**src/rtl/gpio_bank.sv**
```systemverilog
// Memory-mapped GPIO bank: per-channel OUT/DIR/IN/EDGE registers with two-stage pad synchronisers.
// Define GPIO_BANK_IRQ_EN to build the edge-capture, warm-up counter and level interrupt logic.
module gpio_bank #(
    parameter int DATA_WIDTH = 8,
    parameter int CHANNELS   = 2,
    parameter int ADDR_WIDTH = $clog2(CHANNELS) + 2
) (
    input  logic                           clk,
    input  logic                           reset,
    input  logic [ADDR_WIDTH-1:0]          Address_i,
    input  logic                           Write_Enable_i,
    input  logic [31:0]                    Write_Data_i,
    output logic [31:0]                    Read_Data_o,
    input  logic [CHANNELS*DATA_WIDTH-1:0] GPIO_i,
    output logic [CHANNELS*DATA_WIDTH-1:0] GPIO_o,
    output logic [CHANNELS*DATA_WIDTH-1:0] GPIO_oe,
    output logic                           IRQ_o
);

    typedef logic [CHANNELS-1:0][DATA_WIDTH-1:0] bank_t;

    bank_t                 out_q, dir_q, sync1_q, sync2_q;
    logic [ADDR_WIDTH-1:0] ch_sel;
    logic [1:0]            reg_off;
    logic [DATA_WIDTH-1:0] wdata, rd_mux;
    logic [31:0]           wdata_unused;

    assign ch_sel       = Address_i >> 2;
    assign reg_off      = Address_i[1:0];
    assign wdata        = Write_Data_i[DATA_WIDTH-1:0];
    assign wdata_unused = Write_Data_i;
    assign GPIO_o       = out_q;
    assign GPIO_oe      = dir_q;

`ifdef GPIO_BANK_IRQ_EN
    logic [1:0] warm_q;
    bank_t      prev_q, edge_q, edge_new, edge_clr;
    logic       irq_q;

    // Capture stays off until the synchronisers and prev hold real pad history.
    always_comb begin
        edge_new = '0;
        edge_clr = '0;
        for (int c = 0; c < CHANNELS; c++) begin
            edge_new[c] = (sync2_q[c] ^ prev_q[c]) & ~dir_q[c]
                          & {DATA_WIDTH{warm_q == 2'd3}};
            if (Write_Enable_i && ch_sel == ADDR_WIDTH'(c) && reg_off == 2'd3)
                edge_clr[c] = wdata;
        end
    end

    always_ff @(posedge clk or negedge reset) begin
        if (!reset) begin
            warm_q <= 2'd0;
            prev_q <= '0;
            edge_q <= '0;
            irq_q  <= 1'b0;
        end else begin
            prev_q <= sync2_q;
            if (warm_q != 2'd3)
                warm_q <= warm_q + 2'd1;
            edge_q <= (edge_q & ~edge_clr) | edge_new;
            irq_q  <= |(edge_q & ~dir_q);
        end
    end

    assign IRQ_o = irq_q;
`else
    assign IRQ_o = 1'b0;
`endif

    always_comb begin
        rd_mux = '0;
        for (int c = 0; c < CHANNELS; c++) begin
            if (ch_sel == ADDR_WIDTH'(c)) begin
                case (reg_off)
                    2'd0:    rd_mux = out_q[c];
                    2'd1:    rd_mux = dir_q[c];
                    2'd2:    rd_mux = sync2_q[c];
`ifdef GPIO_BANK_IRQ_EN
                    default: rd_mux = edge_q[c];
`else
                    default: rd_mux = '0;
`endif
                endcase
            end
        end
    end

    always_ff @(posedge clk or negedge reset) begin
        if (!reset) begin
            out_q       <= '0;
            dir_q       <= '0;
            sync1_q     <= '0;
            sync2_q     <= '0;
            Read_Data_o <= '0;
        end else begin
            sync1_q     <= GPIO_i;
            sync2_q     <= sync1_q;
            Read_Data_o <= 32'(rd_mux);
            for (int c = 0; c < CHANNELS; c++) begin
                if (Write_Enable_i && ch_sel == ADDR_WIDTH'(c)) begin
                    if (reg_off == 2'd0)
                        out_q[c] <= wdata;
                    if (reg_off == 2'd1)
                        dir_q[c] <= wdata;
                end
            end
        end
    end

endmodule
```
**config.mk**
```make
export PLATFORM = sky130hd
export DESIGN_NAME = gpio_bank
export DESIGN_NICKNAME = d
export VERILOG_FILES = /design/src/rtl/gpio_bank.sv
export SDC_FILE = /design/constraint.sdc
export NUM_CORES = 1
export LEC_CHECK = 0
export CAP_MARGIN = 25
export CORE_MARGIN = 5
export CORE_UTILIZATION = 42
export CTS_CLUSTER_SIZE = 10
export DETAILED_ROUTE_END_ITERATION = 7
export PLACE_DENSITY = 0.9
export RECOVER_POWER = 100
export SYNTH_ARGS = -nofsm -noshare
export SYNTH_HDL_FRONTEND = slang
export SYNTH_SLANG_ARGS = --single-unit
```
**constraint.sdc**
```tcl
create_clock -name clk -period 1.15 [get_ports clk]
set_clock_uncertainty 0.1 [all_clocks]
set_input_delay 0.115 -clock clk [delete_from_list [all_inputs] [get_ports clk]]
set_output_delay 0.115 -clock clk [all_outputs]
set_load 0.05 [all_outputs]
```
==> flow_summary.yaml, run 1 <==
status:
  status: "finished, violations left"
  violations: "negative setup slack"
clock_tree:
  cts_htree_levels: 3
  cts_tree: "done"
  cts.path.max_buffers: 2
  cts_root_buffer: "clkbuf_8"
  cts_sinks: 72
  numCtsBuffers: 9
  path_clk_slew_ns: 0.08
  clkLatencyLatePin_ns: 0.35
power:
  p_seq_share_pct: 35.9
  p_comb_share_pct: 42.4
  p_sw_share_pct: 35.24
  p_total_mw: 9.076
  internal-power_mw: 5.878
  irDropWorstVdd_mv: 1.250
  switchingPower_mw: 3.198
  power_per_cell_area_nw_per_um2: 1916
  p_leak_nw: 2.107
  clkPwrFrac_pct: 21.7
cells_and_area:
  drive_gt1_share_pct: 56.25
  multiInputGateArea_um2: 1050
  finalNonFillerCells: 416
  post-route-util_pct: 70.50
  diodes: 0
  final_area_um2: 4737
  final_common_cell: "dfrtp_1"
  seqCellArea_um2: 1831
  final_cell_mix: "49 x dfrtp_1, 40 x buf_12, 29 x buf_4"
  syn_to_final_growth_pct: 65.47
  nets: 385
  fillCellCount: 411
sta:
  hold_violations: 0
  final.period_utilization_pct: 108.1
  fmax_mhz: 804.7
  tightest_slew_ns: 0.6161
  fin_crit_ns: 1.243
  setup_viol: 38
  finalSetupTns_ns: -1.606
  slew_viol_final: 0
  hold_ws_ns: 0.1186
  rsz0062_at_grt: "yes"
  fin_ws_ns: -0.09270
  slew_headroom_pct: 58.93
drt:
  via_count: 2011
  dr.pass1.iters: 4
  via_per_inst: 4.834
  avgRoutedWirePerCell_um: 17.77
  drtIter0Drc: 68
  post-route-drc-count: 0
  antenna_left: 0
  drt-total-wl_mm: 7.391
global_route:
  grtUsageMet1_pct: 20.36
  antenna_found_initial: 0
  grt_pass1_wl_mm: 11.59
  busiest_layer: "met2"
  grt_overflow: 0
  met2_usage_pct: 32.02
  grt_pass1_vias: 2243
  grt_max_degree: 73
  grt_usage_pct: 17.92
  grt_util_met3_pct: 5.199
worst_setup_path:
  r2r_end: "Read_Data_o[4]"
  critPathMaxStageDelay_ns: 0.42
  critical_path_arrival_ns: 1.03
  crit_required_ns: 0.94
  worstSetupPathType: "reg2out"
  critPathMaxFanout: 2
  cp_cell_sequence: "buf_6, buf_12"
  end_kind: "output pin"
  ff2ff_setup_slack_ns: -0.06
  worst_path_max_delay_cell: "dfrtp_2"
  reg2reg_depth: 3
  regToRegStartpoint: "GPIO_oe[12]"
  startpoint_type: "register"
placement:
  place_area_um2: 4268
  dp_hpwl_mm: 4.891
  numPortBuffers: 69
  pre_cts_slack_ns: -0.7079
  dp.cells: 382
  gp_congestion: 0.8842
flow_run:
  max-cap-violations: 0
synthesis:
  synth_area_um2: 2863
  yosysUniqueCellTypes: 28
  synth_top_area_cell: "dfrtp_1"
  syn_inst: 205
  yosys-top-cells-area: "dfrtp_1 63%, mux2_2 12%, buf_4 6.8%"
  ys_warn_count: 0
  yosysSeqAreaShare_pct: 62.94
  avgSynthCellArea_um2: 13.96
  ys_seq_elements: 72
  yosys.area.top_type_share_pct: 62.94
floorplanning:
  rows: 30
  die_w_um: 92.56
  fp.coreArea_um2: 6719
  num_io_pins: 119
  dieArea_um2: 8567
  initial_core_util_pct: 42.61
  die_h_um: 92.56
min_path:
  min_path_type: "in2reg"
  holdPathStages: 3
  worstHoldEndpoint: "Read_Data_o[0]"
  min_from: "Address_i[2]"
==> repair_timing <==
item / in CTS / in global routing
pin swaps: 6 / 10
buffers inserted: 15 / 3
setup endpoints to repair: 72 / 69
hold buffers: 1 / 0
endpoints found under the hold margin: 72 / 0
gates resized for setup: 49 / 19
==> state kept, by name (all words and copies together) (netlist names) <==
name	count
GPIO_o	16
GPIO_oe	16
sync1_q	16
sync2_q	16
Read_Data_o	8
==> layer usage <==
layer,up-vias,routed length (um)
li1,926,-
met1,1001,2950
met4,0,138
met3,13,378
met5,-,0
met2,71,3924
==> cells by family (layout without fill, tap and decap cells) <==
logic type	count (synthesis)	after routing	share of synthesized area [%]
mux	39	39	14.99
compound gates	26	26	7.387
simple gates	32	32	6.207
buf+inv	35	142	8.348
other cells	1	25	0.1310
flops	72	72	62.94
==> how the worst max path moves through the flow <==
stage | startpoint | endpoint | depth (start not counted)
after floorplan | Address_i[1] | GPIO_o[0] | 4
after global placement | Address_i[0] | GPIO_oe[3] | 5
after detailed placement | Address_i[1] | GPIO_oe[4] | 5
after CTS | GPIO_oe[8] | GPIO_oe[8] | 2
after global routing | GPIO_oe[12] | GPIO_oe[12] | 2
final | GPIO_o[12] | GPIO_o[12] | 2
==> synthesized netlist by cell type <==
cell type  number
mux2i_1         8
a2bb2oi_1       1
o21a_1          7
nor2_2          1
nor2b_1         1
or2_1           1
inv_1           1
nor3b_4         1
nand2b_1        1
a311oi_1        7
dfrtp_1        72
buf_4          26
o211a_1         1
buf_1           1
mux2_2         31
nand4b_1        1
o32ai_1         7
or2_2           7
nand3b_1        1
nor2_1          8
conb_1          1
o211ai_1        1
buf_2           2
nor4bb_1        1
nand2_1         9
clkbuf_1        4
o21ai_0         2
buf_6           1
==> final cells by class <==
class | instances | area share, %
inverters | 1 | 0.07924
multi-input cells | 122 | 22.16
flip-flops and latches | 72 | 38.64
clock inverters | 6 | 1.453
clock buffers | 10 | 2.694
repair buffers | 125 | 32.86
well taps | 80 | 2.113
==> worst max-delay path, delay by kind of cell, from the launching register on <==
| kind | cells | cell delay [ns] |
|---|---|---|
| flip-flops | 1 | 0.42 |
| buffers and inverters | 2 | 0.27 |
==> power groups by stage <==
stage,combinational [mW],sequential [mW],clock (mW)
3_3_place_gp,3.43,3.25,0
3_5_place_dp,3.47,3.26,0
2_1_floorplan,0.699,4.16,0
6_report,3.85,3.26,1.97
4_1_cts,3.81,3.23,2.00
5_1_grt,3.99,3.29,2.11
(Power assumes the default switching activity.)
==> run 2, diff against run 1 <==
GPL_ROUTABILITY_DRIVEN = 0   (was not set)
==> flow_summary.yaml, run 2 (synthesis gave the netlist of run 1 again) <==
global_route:
  grt_usage_pct: 18.77
  grt_max_degree: 73
  grt_overflow: 0
  grt_pass1_wl_mm: 11.99
  grt_pass1_vias: 2357
  antenna_found_initial: 0
cells_and_area:
  final_cell_mix: "52 x dfrtp_1, 41 x buf_12, 32 x buf_4"
  drive_gt1_share_pct: 56.47
  nets: 389
  syn_to_final_growth_pct: 67.31
  final_common_cell: "dfrtp_1"
  diodes: 0
  post-route-util_pct: 71.28
sta:
  fmax_mhz: 775.1
  tightest_slew_ns: 0.6188
  setup_viol: 47
  final.period_utilization_pct: 112.2
  fin_ws_ns: -0.1402
  rsz0062_at_grt: "yes"
  slew_headroom_pct: 58.75
  hold_violations: 0
  fin_crit_ns: 1.290
  slew_viol_final: 0
min_path:
  worstHoldEndpoint: "sync1_q[4]"
  min_from: "GPIO_i[4]"
  min_path_type: "in2reg"
  holdPathStages: 1
clock_tree:
  cts_sinks: 72
  cts_root_buffer: "clkbuf_8"
  path_clk_slew_ns: 0.08
  cts.path.max_buffers: 2
  numCtsBuffers: 9
  cts_tree: "done"
  clkLatencyLatePin_ns: 0.35
  cts_htree_levels: 3
floorplanning:
  die_h_um: 92.56
  num_io_pins: 119
  die_w_um: 92.56
  fp.coreArea_um2: 6719
  rows: 30
  dieArea_um2: 8567
  initial_core_util_pct: 42.61
drt:
  drtIter0Drc: 103
  antenna_left: 0
  avgRoutedWirePerCell_um: 18.62
  via_per_inst: 4.990
  dr.pass1.iters: 4
  post-route-drc-count: 0
  drt-total-wl_mm: 7.821
  via_count: 2096
worst_setup_path:
  end_kind: "register"
  worstSetupPathType: "reg2reg"
  regToRegStartpoint: "GPIO_oe[8]"
  crit_required_ns: 1.28
  cp_cell_sequence: "buf_4, mux2i_1, or2_4, a311oi_2"
  critPathMaxStageDelay_ns: 0.39
  startpoint_type: "register"
  r2r_end: "Read_Data_o[0]"
  reg2reg_depth: 4
  critPathMaxFanout: 2
  startpoint: "GPIO_oe[8]"
  ff2ff_setup_slack_ns: -0.14
  worst_path_max_delay_cell: "dfrtp_2"
  critical_path_arrival_ns: 1.42
power:
  irDropWorstVdd_mv: 1.164
  power_per_cell_area_nw_per_um2: 1923
  p_total_mw: 9.210
  p_leak_nw: 2.149
status:
  status: "finished, violations left"
  violations: "negative setup slack"
flow_run:
  max-cap-violations: 0
placement:
  dp_hpwl_mm: 5.014
  numPortBuffers: 69
[run 2: cell types whose count changed in the layout (fill, tap and decap cells not counted), sizes merged]
| cell | previous run | this run |
|---|---|---|
| buf | 92 | 97 |
| clkbuf | 17 | 15 |
| clkinv | 0 | 3 |
| clkinvlp | 4 | 0 |
| inv | 2 | 4 |
[run 2: what timing repair did]
item,CTS,global route
endpoints found under the hold margin,72,0
resized for setup,48,17
buffers inserted,20,1
pin swaps,5,7
hold buffers,1,0
setup endpoints to repair,72,61
[run 2: final cells by class]
type / instances / area [um^2]
fillers: 424 / 1929
flip-flops and latches: 72 / 1827
repair buffers: 129 / 1603
multi-input cells: 122 / 1054
clock buffers: 9 / 123.9
well taps: 80 / 100.1
clock inverters: 7 / 78.83
inverters: 1 / 3.754
[run 2: worst max-delay path by stage]
stage | end | slack, ns
3_3_place_gp | GPIO_oe[3] | -0.63
5_1_grt | GPIO_o[8] | -0.14
6_report | Read_Data_o[0] | -0.14
4_1_cts | GPIO_o[15] | -0.10
3_5_place_dp | GPIO_oe[7] | -0.71
2_1_floorplan | GPIO_o[0] | -0.24
[run 2: metrics by stage]
step	worst slack (ns)	hold slack (ns)	setup TNS [ns]	std cells	area, um^2
after floorplan	-0.2387	-0.2806	-4.662	229	2989
after global placement	-0.6299	0.06083	-23.29	382	4268
after detailed placement	-0.7082	0.06801	-24.70	382	4268
after CTS	-0.1050	0.08120	-1.914	419	4782
after global routing	-0.1365	0.1868	-4.648	420	4790
final	-0.1402	0.2133	-2.671	420	4790
[run 2: worst max-delay path, delay by kind of cell, from the launching register on]
family                 cells  cell delay (ns)
and+or+nand+nor            1             0.23
buffers and inverters      1             0.11
AOI/OAI and AO/OA          1             0.28
DFF                        1             0.39
muxes                      1             0.05
[run 2: power by group]
part | internal, mW | switching, mW | leakage [nW]
Combinational | 1.99 | 1.95 | 1.21
Clock | 1.03 | 1.00 | 0.105
Sequential | 2.90 | 0.333 | 0.835
Total | 5.93 | 3.28 | 2.15
[run 2: routing by layer]
layer  part of all wire (%)  vias up  track usage [%]
met1                     37     1049            20.39
met2                     53       95            33.05
met4                    3.3        0            9.035
met3                    6.8       19            5.849
li1                       -      933                -
met5                      0        -                0
